`config.mk`:
```
export PLATFORM = sky130hd
export DESIGN_NAME = video_timing_gen
export DESIGN_NICKNAME = d
export VERILOG_FILES = /design/src/rtl/video_timing_gen.sv
export SDC_FILE = /design/constraint.sdc
export NUM_CORES = 1
export LEC_CHECK = 0
export ABC_AREA = 1
export CAP_MARGIN = 20
export CORE_MARGIN = 3
export CORE_UTILIZATION = 40
export CTS_BUF_LIST = sky130_fd_sc_hd__clkbuf_8
export CTS_CLUSTER_SIZE = 40
export DETAILED_ROUTE_END_ITERATION = 7
export PLACE_DENSITY = 0.69
export SLEW_MARGIN = 0
export SYNTH_ARGS = -nofsm -noshare
export SYNTH_HDL_FRONTEND = slang
export SYNTH_SLANG_ARGS = --single-unit
```
`constraint.sdc`:
```
create_clock -name clk -period 3.4 [get_ports clk]
set_input_delay 0.51 -clock clk [delete_from_list [all_inputs] [get_ports clk]]
set_output_delay 0.51 -clock clk [all_outputs]
set_load 0.01 [all_outputs]
```
`src/rtl/video_timing_gen.sv`:
```
// ---------------------------------------------------------------------------
// video_timing_gen
//
// Raster timing generator for VGA-style video modes. A clock-per-pixel
// divider produces a pixel tick; on each tick the horizontal counter steps,
// and the vertical counter steps when a line wraps. Sync, blanking,
// data-enable and a look-ahead fetch coordinate are decoded from the
// *next* counter values and registered, so every output describes the
// current (hc, vc) with no added latency.
//
// Line layout (columns) and frame layout (lines):
//   visible | front porch | sync pulse | back porch
// The origin (0,0) is the first visible pixel.
//
// Ports
//   clk          system clock (only clock)
//   clr          synchronous active-high reset; overrides en
//   en           run enable; low freezes all timing
//   pix_en       high on the first clk of each pixel period
//   hsync/vsync  sync outputs at H_SYNC_POL / V_SYNC_POL active level
//   hblank       high outside visible columns
//   vblank       high outside visible lines
//   de           ~hblank & ~vblank
//   x, y         current column / line (raw, also during blanking)
//   line_start   one-clk pulse when x becomes 0
//   frame_start  one-clk pulse when (x,y) becomes (0,0)
//   fetch_x/y    position LEAD pixels ahead of (x,y), wrapping line/frame
//   fetch_de     data-enable of the fetch position
// ---------------------------------------------------------------------------
module video_timing_gen #(
    parameter int CLK_DIV    = 2,
    parameter int H_VISIBLE  = 640,
    parameter int H_FP       = 16,
    parameter int H_PULSE    = 96,
    parameter int H_BP       = 48,
    parameter int V_VISIBLE  = 480,
    parameter int V_FP       = 10,
    parameter int V_PULSE    = 2,
    parameter int V_BP       = 33,
    parameter bit H_SYNC_POL = 1'b0,
    parameter bit V_SYNC_POL = 1'b0,
    parameter int LEAD       = 0,
    parameter int X_BITS     = 12,
    parameter int Y_BITS     = 12
) (
    input  logic              clk,
    input  logic              clr,
    input  logic              en,
    output logic              pix_en,
    output logic              hsync,
    output logic              vsync,
    output logic              hblank,
    output logic              vblank,
    output logic              de,
    output logic [X_BITS-1:0] x,
    output logic [Y_BITS-1:0] y,
    output logic              line_start,
    output logic              frame_start,
    output logic [X_BITS-1:0] fetch_x,
    output logic [Y_BITS-1:0] fetch_y,
    output logic              fetch_de
);

    localparam int H_TOTAL = H_VISIBLE + H_FP + H_PULSE + H_BP;
    localparam int V_TOTAL = V_VISIBLE + V_FP + V_PULSE + V_BP;
    localparam int D_BITS  = (CLK_DIV > 1) ? $clog2(CLK_DIV) : 1;

    localparam logic [D_BITS-1:0] D_MAX = D_BITS'(CLK_DIV - 1);
    localparam logic [D_BITS-1:0] D_ONE = D_BITS'(1);

    localparam logic [X_BITS-1:0] H_LAST     = X_BITS'(H_TOTAL - 1);
    localparam logic [X_BITS-1:0] H_VIS      = X_BITS'(H_VISIBLE);
    localparam logic [X_BITS-1:0] H_SYNC_ON  = X_BITS'(H_VISIBLE + H_FP);
    localparam logic [X_BITS-1:0] H_SYNC_OFF = X_BITS'(H_VISIBLE + H_FP + H_PULSE);
    localparam logic [X_BITS-1:0] X_ONE      = X_BITS'(1);

    localparam logic [Y_BITS-1:0] V_LAST     = Y_BITS'(V_TOTAL - 1);
    localparam logic [Y_BITS-1:0] V_VIS      = Y_BITS'(V_VISIBLE);
    localparam logic [Y_BITS-1:0] V_SYNC_ON  = Y_BITS'(V_VISIBLE + V_FP);
    localparam logic [Y_BITS-1:0] V_SYNC_OFF = Y_BITS'(V_VISIBLE + V_FP + V_PULSE);
    localparam logic [Y_BITS-1:0] Y_ONE      = Y_BITS'(1);

    // One extra bit so hc+LEAD (< 2*H_TOTAL) never overflows.
    localparam logic [X_BITS:0] LEAD_W    = (X_BITS+1)'(LEAD);
    localparam logic [X_BITS:0] H_TOTAL_W = (X_BITS+1)'(H_TOTAL);

    // Counter state and its next value.
    logic [D_BITS-1:0] d,  d_nx;
    logic [X_BITS-1:0] hc, hc_nx;
    logic [Y_BITS-1:0] vc, vc_nx;
    logic              tick;

    // Position that the registered decodes will describe after this edge.
    logic [X_BITS-1:0] pos_h;
    logic [Y_BITS-1:0] pos_v;

    // Decodes of pos_h / pos_v.
    logic              hblank_c, vblank_c, hsync_c, vsync_c;
    logic [X_BITS:0]   fx_sum;
    logic              fx_wrap;
    logic [X_BITS-1:0] fx_c;
    logic [Y_BITS-1:0] fy_c;
    logic              fde_c;

    // NOTE: every signal assigned in an always_comb gets a default first, so
    // no path leaves it unassigned and no latch is inferred.
    always_comb begin
        tick  = en && (d == D_MAX);
        d_nx  = d;
        hc_nx = hc;
        vc_nx = vc;
        if (tick) begin
            d_nx = '0;
            if (hc == H_LAST) begin
                hc_nx = '0;
                vc_nx = (vc == V_LAST) ? '0 : vc + Y_ONE;
            end else begin
                hc_nx = hc + X_ONE;
            end
        end else if (en) begin
            d_nx = d + D_ONE;
        end
    end

    // During reset the decoders look at the reset position, so the outputs
    // load the decode of (H_TOTAL-1, V_TOTAL-1) through the normal path.
    always_comb begin
        pos_h = clr ? H_LAST : hc_nx;
        pos_v = clr ? V_LAST : vc_nx;

        hblank_c = (pos_h >= H_VIS);
        vblank_c = (pos_v >= V_VIS);
        hsync_c  = ((pos_h >= H_SYNC_ON) && (pos_h < H_SYNC_OFF)) ? H_SYNC_POL : ~H_SYNC_POL;
        vsync_c  = ((pos_v >= V_SYNC_ON) && (pos_v < V_SYNC_OFF)) ? V_SYNC_POL : ~V_SYNC_POL;

        // Look-ahead wraps into the next line (and frame) past the line end.
        fx_sum  = {1'b0, pos_h} + LEAD_W;
        fx_wrap = (fx_sum >= H_TOTAL_W);
        fx_c    = fx_wrap ? X_BITS'(fx_sum - H_TOTAL_W) : fx_sum[X_BITS-1:0];
        if (fx_wrap)
            fy_c = (pos_v == V_LAST) ? '0 : pos_v + Y_ONE;
        else
            fy_c = pos_v;
        fde_c = (fx_c < H_VIS) && (fy_c < V_VIS);
    end

    // NOTE: sequential state uses non-blocking assignments so every register
    // samples pre-edge values regardless of statement order.
    always_ff @(posedge clk) begin
        if (clr) begin
            d           <= D_MAX;
            hc          <= H_LAST;
            vc          <= V_LAST;
            pix_en      <= 1'b0;
            line_start  <= 1'b0;
            frame_start <= 1'b0;
        end else begin
            d           <= d_nx;
            hc          <= hc_nx;
            vc          <= vc_nx;
            pix_en      <= tick;
            line_start  <= tick && (hc_nx == '0);
            frame_start <= tick && (hc_nx == '0) && (vc_nx == '0);
        end
    end

    // NOTE: the decoded outputs have no separate reset branch; clr forces
    // them to load the reset-position decode, and otherwise they reload only
    // on a pixel tick, which makes them hold while en is low.
    always_ff @(posedge clk) begin
        if (clr || tick) begin
            hsync    <= hsync_c;
            vsync    <= vsync_c;
            hblank   <= hblank_c;
            vblank   <= vblank_c;
            de       <= ~hblank_c & ~vblank_c;
            fetch_x  <= fx_c;
            fetch_y  <= fy_c;
            // The reset state reports no fetch data even when LEAD wraps the
            // reset position onto the first visible pixel.
            fetch_de <= fde_c & ~clr;
        end
    end

    // x / y are the counters themselves, already registered.
    assign x = hc;
    assign y = vc;

endmodule
```
==> results of run 1 <==
[area by class of cell]
type,count,area (um^2),area share
Multi-Input combinational cell,361,1900,0.405
Sequential cell,58,1460,0.312
Timing Repair Buffer,78,733,0.156
Inverter,72,272,0.0579
Tap cell,108,135,0.0288
Clock buffer,9,124,0.0264
Clock inverter,7,61.3,0.0131
[synthesized netlist by cell type (all sizes together)]
master  count  share of area
ha          7          0.024
nand3b      1         0.0020
o211ai      2         0.0041
nand3      59          0.098
and3        1         0.0017
nor3b       1         0.0034
nand2     161           0.18
nor4        2         0.0034
a21oi       5         0.0068
xor2        3         0.0071
nor2       70          0.097
clkinv      2         0.0024
dfxtp      28           0.15
nor4b       1         0.0024
and2        1         0.0017
nand4      20          0.043
xnor2       1         0.0024
o21bai      2         0.0041
o21ai      10          0.016
buf         7          0.015
nor3       13          0.019
inv        70          0.071
a21boi      1         0.0020
edfxtp     30           0.24
[metal layers]
layer,global-route usage,vias up,part of all wire
met5,0,-,0
met4,0.0737,0,0.016
met3,0.0280,15,0.055
met2,0.349,122,0.48
met1,0.275,1631,0.45
li1,-,1779,-
[metrics by stage]
| step | cell area (um^2) | instances |
|---|---|---|
| 3_5_place_dp | 4500 | 677 |
| 5_1_grt | 4690 | 693 |
| 6_report | 4690 | 693 |
| 4_1_cts | 4680 | 693 |
| 2_1_floorplan | 3690 | 498 |
| 3_3_place_gp | 4500 | 677 |
[cell usage in the layout (no fill, tap or decap), drive strengths merged, types with 2 or more instances in the layout]
cell type / n
o21bai: 2
nor4: 2
clkbuf: 9
dfxtp: 28
a21oi: 5
buf: 19
xor2: 3
inv: 71
o21ai: 10
o211ai: 2
nand2: 161
edfxtp: 30
ha: 7
nor3: 13
clkdlybuf4s50: 59
nand4: 20
nand3: 59
clkinv: 5
clkinvlp: 2
nor2: 70
[registers in the layout, indices dropped and copies added (netlist names), 12 cells and up]
name     cells
fetch_x     12
fetch_y     12
x           12
y           12
[critical path: stages, from the launching register on]
cell and delay [ns]:
sky130_fd_sc_hd__dfxtp_1 0.40, sky130_fd_sc_hd__ha_1 0.21, sky130_fd_sc_hd__nand3_2 0.14, sky130_fd_sc_hd__clkinv_2 0.14
sky130_fd_sc_hd__nand3_1 0.14, sky130_fd_sc_hd__nor2_2 0.19, sky130_fd_sc_hd__nand3_1 0.09, sky130_fd_sc_hd__nand2_1 0.09
sky130_fd_sc_hd__inv_1 0.06, sky130_fd_sc_hd__nor2_1 0.15, sky130_fd_sc_hd__ha_1 0.20, sky130_fd_sc_hd__inv_1 0.04
sky130_fd_sc_hd__nor2_1 0.09, sky130_fd_sc_hd__nand2_1 0.11, sky130_fd_sc_hd__nor2_4 0.20, sky130_fd_sc_hd__nand4_2 0.11
sky130_fd_sc_hd__nand2_1 0.14, sky130_fd_sc_hd__nand2_1 0.06, sky130_fd_sc_hd__nor2_1 0.13, sky130_fd_sc_hd__nand2_1 0.07
sky130_fd_sc_hd__nor2_1 0.11
[report_power, final]
part	switching, mW	internal [mW]
Clock	0.299	0.329
Sequential	0.0459	0.821
Combinational	0.423	0.273
Total	0.768	1.42
[final timing paths]
| path | startpoint | endpoint | slack [ns] | cells after the start |
|---|---|---|---|---|
| min | d | d | 0.55 | 2 |
| max | x[1] | fetch_de | 0.39 | 20 |
| min reg2reg | d | d | 0.55 | 2 |
| max reg2reg | x[1] | fetch_de | 0.39 | 20 |
[cell families (layout without fill, tap and decap cells)]
kind of cell | Yosys count | after routing | synth area share
buffers and inverters | 79 | 166 | 0.0889
adder cells (fa/ha/maj) | 7 | 7 | 0.0238
XOR/XNOR | 4 | 4 | 0.00951
AO/OA/AOI/OAI | 20 | 20 | 0.0326
AND/OR/NAND/NOR | 330 | 330 | 0.449
flip-flops | 58 | 58 | 0.396
==> impl.org, run 1 <==
** Run status
- Status :: finished clean

** Clock tree
- Buffers inserted during post-CTS setup optimization :: 0
- After clock tree synthesis, the clock-pin slew on the worst setup and hold paths is 0.07 ns.
- Master cell of the clock root buffer :: sky130_fd_sc_hd__clkbuf_8
- Number of buffers created by CTS :: 9
- The number of gates resized after CTS was 0.
- Number of clock sinks :: 58
- Latest clock arrival within the worst-skew pair :: 0.34 ns
- Post-cts hold buffer count :: 0
- CTS tree :: built
- Longest Clk Path Bufs :: 2
- H-tree levels :: 3

** STA
- Final worst setup slack :: 0.394 ns
- At the pin with the least slew margin, the transition time is 0.615 ns.
- Total negative slack :: 0 ns
- The clock period could shrink to 3.01 ns.
- Static timing analysis puts the maximum clock frequency at 333 MHz.
- Final Hold Vio Count :: 0
- Setup repair after global routing left no endpoint under its margin.
- Headroom to the max-slew limit came out at 0.589.
- Number of failing setup endpoints in the final timing report :: 0
- Hold is met by 0.554 ns.
- The clock arrives with 0.00728 ns of skew.
- The count of pins over their slew limit is 0.
- Final cycle utilization of the critical path :: 0.884

** Die
- After floorplanning, the core was divided into 34 placement rows.
- Number of primary I/O pins :: 60
- Die boundary width :: 102 um
- Die boundary height :: 102 um
- Area of the die :: 0.0104 mm^2
- The initial utilization of the core area, before any placement, comes to 0.417.
- Area of the core region :: 0.00885 mm^2

** Finish
- The area growth from synthesis to layout is 27.2%.
- At the end of the flow, the number of nets in the layout was 590.
- For this run, the share of the core covered by cells in the final layout is 0.530.
- Number of fill cells in the layout :: 852
- 0 antenna diodes ended up in the layout.
- Of the cells placed in the final design, the portion with a size suffix greater than 1 is 0.166.

** Yosys
- After synthesis the netlist holds a flip-flop and latch count of 58.
- Mapped cell area :: 0.00369 mm^2
- Synth warn :: 0
- After synthesis, the netlist uses 41 different library cells.
- When the netlist entered floorplanning its net count stood at 508.
- For this run, the register share of the synthesized area comes to 0.396.
- Post-Synthesis Cells :: 498
- Each instance of the synthesized netlist takes up on average 7.40 um^2.

** Worst setup path
- Critical path capture point type :: flip-flop
- Maximum fanout along the worst path :: 6
- The worst setup path is of the reg2reg kind.
- STA classifies the critical path startpoint as a flip-flop.
- Arrival time worst endpoint :: 3.21 ns
- Required @ worst endpoint :: 3.60 ns

** Placed design
- The wire-length estimate of the detail-placed layout is 8.03 mm.
- Dpl ws :: 0.0999 ns
- Input and output buffers added on the ports amount to 59.
- Gpl congestion :: 0.952

** Job
- Max cap viols :: 0

** Global routing
- The first global-routing pass estimated 17.0 mm of wire.
- Across every metal layer, demand over resource in global routing totals 0.208.
- Antenna violations before repair :: 0
- After global routing the overflow that remains totals 0.
- The number of global-route vias before repair was 3472.
- Largest net degree at the start of global routing :: 27

** Power and ir drop
- The worst-case IR drop observed on VDD is 250 uV.
- Cell area power density :: 467 mW/mm^2
- Summing internal, switching and leakage power gives 2.19 mW.
- Summed over all cells, the static leakage comes to 2.26 nW.

** Detailed routing
- Dividing the detail-routed via count by the number of cells gives 5.12.
- Post-route antenna net violation count :: 0
- In the final routed layout, each cell accounts on average for 15.0 um.
- The first TritonRoute pass finished after 5 iterations.
- After detailed routing, the number of remaining DRC violations is 0.
- Summing over every cut layer, the via total after detailed routing is 3547.
- Detailed router's first-iteration violation count :: 184
- Wirelength, routed :: 10.4 mm

** Hold path
- Path category of the worst min-delay check :: reg2reg
Power figures use the tool's default switching activity.
==> run 2, diff against run 1 <==
--- a/config.mk
+++ b/config.mk
@@ -12,7 +12,8 @@
 export CTS_BUF_LIST = sky130_fd_sc_hd__clkbuf_8
 export CTS_CLUSTER_SIZE = 40
 export DETAILED_ROUTE_END_ITERATION = 7
-export PLACE_DENSITY = 0.69
+export DONT_BUFFER_PORTS = 1
+export PLACE_DENSITY = 0.6
 export SLEW_MARGIN = 0
 export SYNTH_ARGS = -nofsm -noshare
 export SYNTH_HDL_FRONTEND = slang
==> run 2 against run 1 <==
Effect of this change:
- global-route usage fell by 0.60 points
- combinational power fell by 25%
- design area fell by 14%
- critical endpoint unchanged
- largest cell class unchanged
- highest routed layer unchanged
==> impl.org, run 2 (synthesis gave the netlist of run 1 again) <==
** STA
- Number of failing setup endpoints in the final timing report :: 0 (unchanged)
- The slew at the pin closest to its max-slew limit was 0.661 ns (+0.0457 ns).
- The count of pins over their slew limit came to 0 (unchanged).
- Final min period :: 3.06 ns (+0.0555 ns)
- The relative slew slack was 0.559 (-0.0305).
- The final period utilization is 0.900 (+0.0163).
- Final worst clock skew :: 0.0122 ns (+0.00495 ns)
- Setup repair after global routing left no endpoint under its margin.
- The final sum of negative setup slack came to 0 ns (unchanged).
- FMAX :: 327 MHz (-1.8%)
- Final Hold Vio Count :: 0 (unchanged)

** Clock tree
- The number of buffers added for setup after CTS came to 0 (unchanged).
- The number of sinks handled by clock tree synthesis was 58 (unchanged).
- CTS tree :: built
- The total CTS buffers is 9 (unchanged).
- Master cell of the clock root buffer :: sky130_fd_sc_hd__clkbuf_8
- The number of buffers between clock root and the deepest sink is 2 (unchanged).
- The clock slew at the register clock pins of the worst setup and hold paths was 0.07 ns (about the same).
- The clock latency reported for the late side of the worst-skew pair came to 0.34 ns (about the same).
- The level count of the clock H-tree is 3 (unchanged).

** Worst setup path
- Critical path capture point type :: flip-flop
- Among the stages of the critical path, the cell type that occurs most often is sky130_fd_sc_hd__nand2_1.
- The top fanout value on the critical path was 6 (unchanged).
- Cell Chain, Critical Path :: ha_2 > nand3_2 > nor2_4 > nand3_2 > inv_2 > nand3_1 > nand2_1 > nand2_1 > inv_1 > ha_1 > inv_1 > nor2_1 > nand2_1 > nor2_4 > nand4_2 > nand2_1 > nand2_1 > nor2_1 > nand2_1 > nor2_1
- Critical-path top delay cell :: sky130_fd_sc_hd__dfxtp_2
- Broken down by cell family, the worst path's largest delay share belongs to simple AND/OR/NAND/NOR gates.
- Crit Path Class :: reg2reg
- The total buffers and inverters traversed by the critical path is 3 (unchanged).
- The worst setup path is launched from a flip-flop.
- Arrival time worst endpoint :: 3.27 ns (+0.06 ns)
- Required @ worst endpoint :: 3.61 ns (about the same)
- Delay of the slowest critical-path stage :: 0.39 ns (about the same)

** Detailed routing
- The average via count per standard cell is 5.21 (+1.7%).
- Remaining design rule violation count :: 0 (unchanged)
- The detailed router's first-iteration violation count was 147 (-20%).
- The remaining antenna violation count is 0 (unchanged).
- The total number of vias was 3239 (-8.7%).
- Wirelength, routed :: 9.96 mm (-4.0%)
- The routed wire length per instance was 16.0 um (+6.9%).
- The number of detailed-routing iterations run before antenna repair came to 4 (-1).

** Global routing
- The total grt overflow came to 0 (unchanged).
- GRT Overall Usage :: 0.202 (-0.00599)
- The wire length of the first global-routing pass is 16.2 mm (-4.6%).
- The number of global-route vias before repair is 3084 (-11%).
- Antenna violations before repair :: 0 (unchanged)
- Largest net degree at the start of global routing :: 27 (unchanged)

** Finish
- Number of fill cells in the layout :: 942 (+11%)
- Leading cell type in the layout, fill and taps excluded :: sky130_fd_sc_hd__nand2_1
- Inserted Diodes :: 0 (unchanged)
- Synthesis-to-finish area growth :: 9.64%
- Post-route cell area :: 0.00404 mm^2 (-14%)
- The fraction of final layout cells sized beyond drive strength 1 is 0.169 (+0.00345).
- The multi-input logic area is 0.00190 mm^2 (unchanged).
- Highest-count cells in the layout ignoring fill and taps :: sky130_fd_sc_hd__nand2_1, sky130_fd_sc_hd__inv_1, sky130_fd_sc_hd__nor2_1
- Nets@finish :: 519 (-12%)
- Area occupied by registers :: 0.00146 mm^2 (unchanged)

** Placed design
- Buffers added on ports :: 0 (-100%)
- Placed cell area :: 0.00382 mm^2 (-15%)
- The routability-driven placement congestion ratio is 0.918 (-3.6%).
- Final HPWL from detailed placement :: 7.64 mm (-4.8%)

** Run status
- Status :: finished clean

** Power and ir drop
- Max rail drop VDD :: 206 uV (-18%)
- Cell area power density :: 529 mW/mm^2 (+13%)
- The static power due to leakage is 2.00 nW (-12%).

** Die
- The x dimension of the die is 102 um (unchanged).
- FP Rows :: 34 (unchanged)
- The total die area was 0.0104 mm^2 (unchanged).
- Die boundary height :: 102 um (unchanged)
- The core area was 0.00885 mm^2 (unchanged).
- The number of top-level pins came to 60 (unchanged).
- Initial Util :: 0.417 (unchanged)

** Job
- Max cap viols :: 0 (unchanged)

** Hold path
- The min-delay analysis places its worst path in the category in2reg.
run 2: cell types whose count changed in the layout (fill, tap and decap cells not counted), moves of 2 or more:
cell | before | now
sky130_fd_sc_hd__buf_4 | 19 | 7
sky130_fd_sc_hd__clkinvlp_4 | 2 | 0
sky130_fd_sc_hd__clkinv_1 | 3 | 1
sky130_fd_sc_hd__clkdlybuf4s50_1 | 59 | 0
run 2: area by class of cell:
cell class	instances	area share
clock inverters	6	0.0204
well taps	108	0.0334
clock buffers	10	0.0341
multi-input cells	361	0.470
repair buffers	7	0.0130
inverters	72	0.0672
flip-flops and latches	58	0.362
run 2: layer usage:
layer,track usage,share of wire
met1,0.275,0.46
met2,0.313,0.46
met3,0.0608,0.067
met4,0.0535,0.012
met5,0,0
run 2: repair_timing:
item / in CTS / in global routing
endpoints found under the hold margin: 0 / 0
resized for setup: 0 / 2
endpoints found under the setup margin: 0 / 1
hold buffers: 0 / 0
run 2: worst reg2reg max path, cell delays in order, from the launching register on:
cell,delay [ns]
sky130_fd_sc_hd__dfxtp_2,0.39
sky130_fd_sc_hd__ha_2,0.25
sky130_fd_sc_hd__nand3_2,0.14
sky130_fd_sc_hd__nor2_4,0.19
sky130_fd_sc_hd__nand3_2,0.16
sky130_fd_sc_hd__inv_2,0.12
sky130_fd_sc_hd__nand3_1,0.10
sky130_fd_sc_hd__nand2_1,0.07
sky130_fd_sc_hd__nand2_1,0.15
sky130_fd_sc_hd__inv_1,0.15
sky130_fd_sc_hd__ha_1,0.20
sky130_fd_sc_hd__inv_1,0.05
sky130_fd_sc_hd__nor2_1,0.09
sky130_fd_sc_hd__nand2_1,0.09
sky130_fd_sc_hd__nor2_4,0.18
sky130_fd_sc_hd__nand4_2,0.11
sky130_fd_sc_hd__nand2_1,0.14
sky130_fd_sc_hd__nand2_1,0.06
sky130_fd_sc_hd__nor2_1,0.12
sky130_fd_sc_hd__nand2_1,0.07
sky130_fd_sc_hd__nor2_1,0.09
run 2: per-stage QoR:
stage	hold slack, ns	power, mW	cells	setup slack (ns)	util
CTS	0.246	2.15	622	0.216	0.456
detailed placement	0.543	1.44	606	0.230	0.431
floorplan	0.509	1.32	498	0.647	-
global route	0.243	2.27	622	0.0429	0.457
global placement	0.529	1.44	606	0.382	0.431
finish	0.261	2.14	622	0.339	0.457
run 2: worst paths after layout:
path | from | end | slack [ns] | cells past startpoint
max | x[1] | fetch_de | 0.34 | 20
min | clr | x[5] | 0.26 | 1
max reg2reg | x[1] | fetch_de | 0.34 | 20
min reg2reg | d | d | 0.55 | 2
run 2: report_power, final:
group / switching (mW) / internal, mW
logic: 0.366 / 0.152
registers: 0.0841 / 0.825
clock network: 0.282 / 0.429
total: 0.733 / 1.41
==> run 3, diff against run 2 <==
==> constraint.sdc (replaced) <==
create_clock -name clk -period 3.4 [get_ports clk]
set_input_delay 0.68 -clock clk [delete_from_list [all_inputs] [get_ports clk]]
set_output_delay 0.68 -clock clk [all_outputs]
set_load 0.01 [all_outputs]
==> run 3 against run 2 <==
Effect of this change:
- utilization fell by 0.20 points
- total power fell by 5.7%
- clock skew rose by 0.0020 ns
- critical endpoint unchanged
- cell count rose by 0.48%
- combinational power barely moved
- count of clock-buffer cells in the layout did not move
==> impl.org, run 3 (synthesis gave the netlist of run 1 again) <==
** Finish
- The fraction of final layout cells sized beyond drive strength 1 came to 0.178 (+0.00869).
- Leaving out fill and tap cells, the most frequent cells in the layout are sky130_fd_sc_hd__nand2_1, sky130_fd_sc_hd__inv_1, sky130_fd_sc_hd__nand3_1, sky130_fd_sc_hd__nor2_1, sky130_fd_sc_hd__edfxtp_1.
- The number of nets in the layout came to 522 (+0.58%).
- Final Core Density :: 0.455 (-0.00198)
- Area occupied by registers :: 0.00146 mm^2 (unchanged)
- Multi-input gate area in the final layout :: 0.00190 mm^2 (+0.13%)
- The count of inserted antenna diode cells came to 0 (unchanged).
- Leading cell type in the layout, fill and taps excluded :: sky130_fd_sc_hd__nand2_1
- The number of non-filler instances in the completed layout came to 625 (+0.48%).
- The filler cell count in the final layout was 914 (-3.0%).
- The area growth from synthesis to layout is 9.16%.
- The final design area excluding fillers came to 0.00402 mm^2 (-0.43%).

** Worst setup path
- Critical path capture point type :: flip-flop
- The top fanout value on the critical path came to 6 (unchanged).
- Required @ worst endpoint :: 3.62 ns (about the same)
- Worst reg2reg path startpoint :: x[1]
- The worst register-to-register path ends at fetch_de.
- STA classifies the critical path startpoint as a flip-flop.
- The reg2reg setup slack was 0.40 ns (+0.06 ns).
- Crit Path Class :: reg2reg
- Tracing the worst setup path back leads to its startpoint at x[1].
- Arrival time worst endpoint :: 3.22 ns (-0.05 ns)
- The number of cells traversed by the worst register-to-register path is 20 (unchanged).

** Detailed routing
- Drt first pass iters :: 5 (+1)
- Drt via density :: 5.26 (+1.1%)
- Wirelength, routed :: 9.84 mm (-1.2%)
- The routed wire length per instance came to 15.7 um (-1.7%).
- Remaining design rule violation count :: 0 (unchanged)
- Detailed router's first-iteration violation count :: 159 (+8.2%)
- The remaining antenna violation count was 0 (unchanged).
- The total number of vias is 3289 (+1.5%).

** Clock tree
- The number of buffers added for setup after CTS was 0 (unchanged).
- CTS resizes :: 0 (unchanged)
- Number of buffers created by CTS :: 9 (unchanged)
- CTS placed an instance of sky130_fd_sc_hd__clkbuf_8 at the clock tree root.
- The clock latency reported for the late side of the worst-skew pair is 0.35 ns (about the same).
- Clock-pin slew on the worst setup and hold paths :: 0.08 ns (about the same)
- Longest Clk Path Bufs :: 2 (unchanged)
- H-tree levels :: 3 (unchanged)
- TritonCTS built the clock tree.
- The number of sinks handled by clock tree synthesis is 58 (unchanged).
- The number of buffers inserted for hold repair after clock tree synthesis is 0 (unchanged).

** Die
- The total die area is 0.0104 mm^2 (unchanged).
- Number of primary I/O pins :: 60 (unchanged)
- Area of the core region :: 0.00885 mm^2 (unchanged)
- Die boundary width :: 102 um (unchanged)
- Initial Util :: 0.417 (unchanged)
- The number of cell rows is 34 (unchanged).
- Die boundary height :: 102 um (unchanged)

** Power and ir drop
- The switching share of power was 0.374 (+0.0310).
- Overall Power :: 2.02 mW (-5.7%)
- The power per standard cell area came to 501 mW/mm^2 (-5.3%).
- Cell internal pwr :: 1.26 mW (-10%)
- Static leakage power :: 1.98 nW (-0.80%)
- The clock share of power is 0.291 (-0.042).
- The worst IR drop on VDD was 222 uV (+7.6%).
- Power share of the sequential group :: 0.453 (+0.028)
- The switching power of the nets is 0.753 mW (+2.8%).
- The relative contribution of combinational cells to total power came to 0.256 (+0.013).

** Global routing
- The total grt overflow is 0 (unchanged).
- The number of global-route vias before repair was 3216 (+4.3%).
- GRT Overall Usage :: 0.204 (+0.00174)
- The wire length of the first global-routing pass was 16.3 mm (+0.94%).
- The initial antenna violation count came to 0 (unchanged).
- Largest net degree at the start of global routing :: 27 (unchanged)

** Placed design
- The worst setup slack before clock tree synthesis was 0.251 ns (+0.0215 ns).
- The detailed placement HPWL is 7.58 mm (-0.84%).
- The quantity of I/O buffers inserted on ports was 0 (unchanged).
- Placed cell count :: 609 (+0.50%)
- The post-placement cell area is 0.00384 mm^2 (+0.59%).
- Gpl congestion :: 0.945 (+2.9%)

** Hold path
- The tightest min-delay check is of the in2reg type.
- The path with the worst hold slack has its endpoint at x[5].
- The worst hold path begins at clr.
- Number of cells on the worst hold path :: 1 (unchanged)

** STA
- Worst slew margin relative to its limit :: 0.604 (+0.0449)
- The slew at the pin closest to its max-slew limit was 0.594 ns (-0.0672 ns).
- Number of failing setup endpoints in the final timing report :: 0 (unchanged)
- Setup repair after global routing left no endpoint under its margin.
- The setup skew after layout is 0.0142 ns (+0.00202 ns).
- Final worst setup slack :: 0.399 ns (+0.0604 ns)
- Number of slew-limit violations in the final report :: 0 (unchanged)
- The minimum clock period was 3.00 ns (-0.0604 ns).
- Final Hold Vio Count :: 0 (unchanged)
- Total negative slack :: 0 ns (unchanged)
- The highest attainable clock frequency was 333 MHz (+2.0%).
- Worst hold slack :: 0.412 ns (+0.151 ns)
- The final period utilization was 0.883 (-0.0178).

** Run status
- The run finished with clean final reports.

** Job
- Max cap viols :: 0 (unchanged)
==> run 3: cell types whose count changed in the layout (fill, tap and decap cells not counted) <==
cell,change
sky130_fd_sc_hd__buf_4,+3
sky130_fd_sc_hd__bufinv_16,-2
sky130_fd_sc_hd__clkinvlp_4,+2
sky130_fd_sc_hd__clkinv_4,-1
sky130_fd_sc_hd__inv_1,-1
sky130_fd_sc_hd__inv_4,+1
sky130_fd_sc_hd__inv_6,+1
sky130_fd_sc_hd__nor2_1,-1
sky130_fd_sc_hd__nor2_2,+1
==> run 3: per-layer routing <==
metal / vias up / track usage / part of all wire / wire length (um)
met5: - / 0 / 0 / 0
met4: 0 / 0.0777 / 0.021 / 204
met3: 18 / 0.0573 / 0.064 / 628
met2: 109 / 0.316 / 0.45 / 4460
met1: 1516 / 0.270 / 0.46 / 4550
li1: 1646 / - / - / -
==> run 3: how the worst max path moves through the flow <==
| stage | slack (ns) | end |
|---|---|---|
| after global routing | 0.02 | fetch_de |
| after global placement | 0.37 | fetch_de |
| after CTS | 0.23 | fetch_de |
| after floorplan | 0.65 | fetch_de |
| after detailed placement | 0.25 | fetch_de |
| final | 0.40 | fetch_de |
==> run 3: power groups by stage <==
stage               combinational (mW)  clock (mW)  sequential (mW)
floorplan                        0.411           0            0.912
CTS                              0.514       0.604            0.914
global placement                 0.502           0            0.930
global route                     0.585       0.632            0.923
detailed placement               0.511           0            0.928
finish                           0.516       0.588            0.913
==> run 3: worst max-delay path, stage by stage (launching register included) <==
cell                       delay (ns)
sky130_fd_sc_hd__dfxtp_2         0.39
sky130_fd_sc_hd__ha_2            0.25
sky130_fd_sc_hd__nand3_2         0.14
sky130_fd_sc_hd__clkinv_2        0.15
sky130_fd_sc_hd__nand3_1         0.15
sky130_fd_sc_hd__nor2_2          0.16
sky130_fd_sc_hd__nand3_1         0.08
sky130_fd_sc_hd__nand2_1         0.08
sky130_fd_sc_hd__inv_1           0.05
sky130_fd_sc_hd__nor2_1          0.17
sky130_fd_sc_hd__ha_1            0.22
sky130_fd_sc_hd__inv_1           0.05
sky130_fd_sc_hd__nor2_1          0.09
sky130_fd_sc_hd__nand2_1         0.09
sky130_fd_sc_hd__nor2_4          0.19
sky130_fd_sc_hd__nand4_2         0.11
sky130_fd_sc_hd__nand2_1         0.12
sky130_fd_sc_hd__nand2_1         0.06
sky130_fd_sc_hd__nor2_1          0.14
sky130_fd_sc_hd__nand2_1         0.07
sky130_fd_sc_hd__nor2_1          0.10
==> run 3: layout make-up <==
| cell class | instances | share of cell area |
|---|---|---|
| Multi-Input combinational cell | 361 | 0.473 |
| Sequential cell | 58 | 0.363 |
| Inverter | 72 | 0.0675 |
| Clock buffer | 10 | 0.0342 |
| Tap cell | 108 | 0.0336 |
| Timing Repair Buffer | 10 | 0.0187 |
| Clock inverter | 6 | 0.00995 |
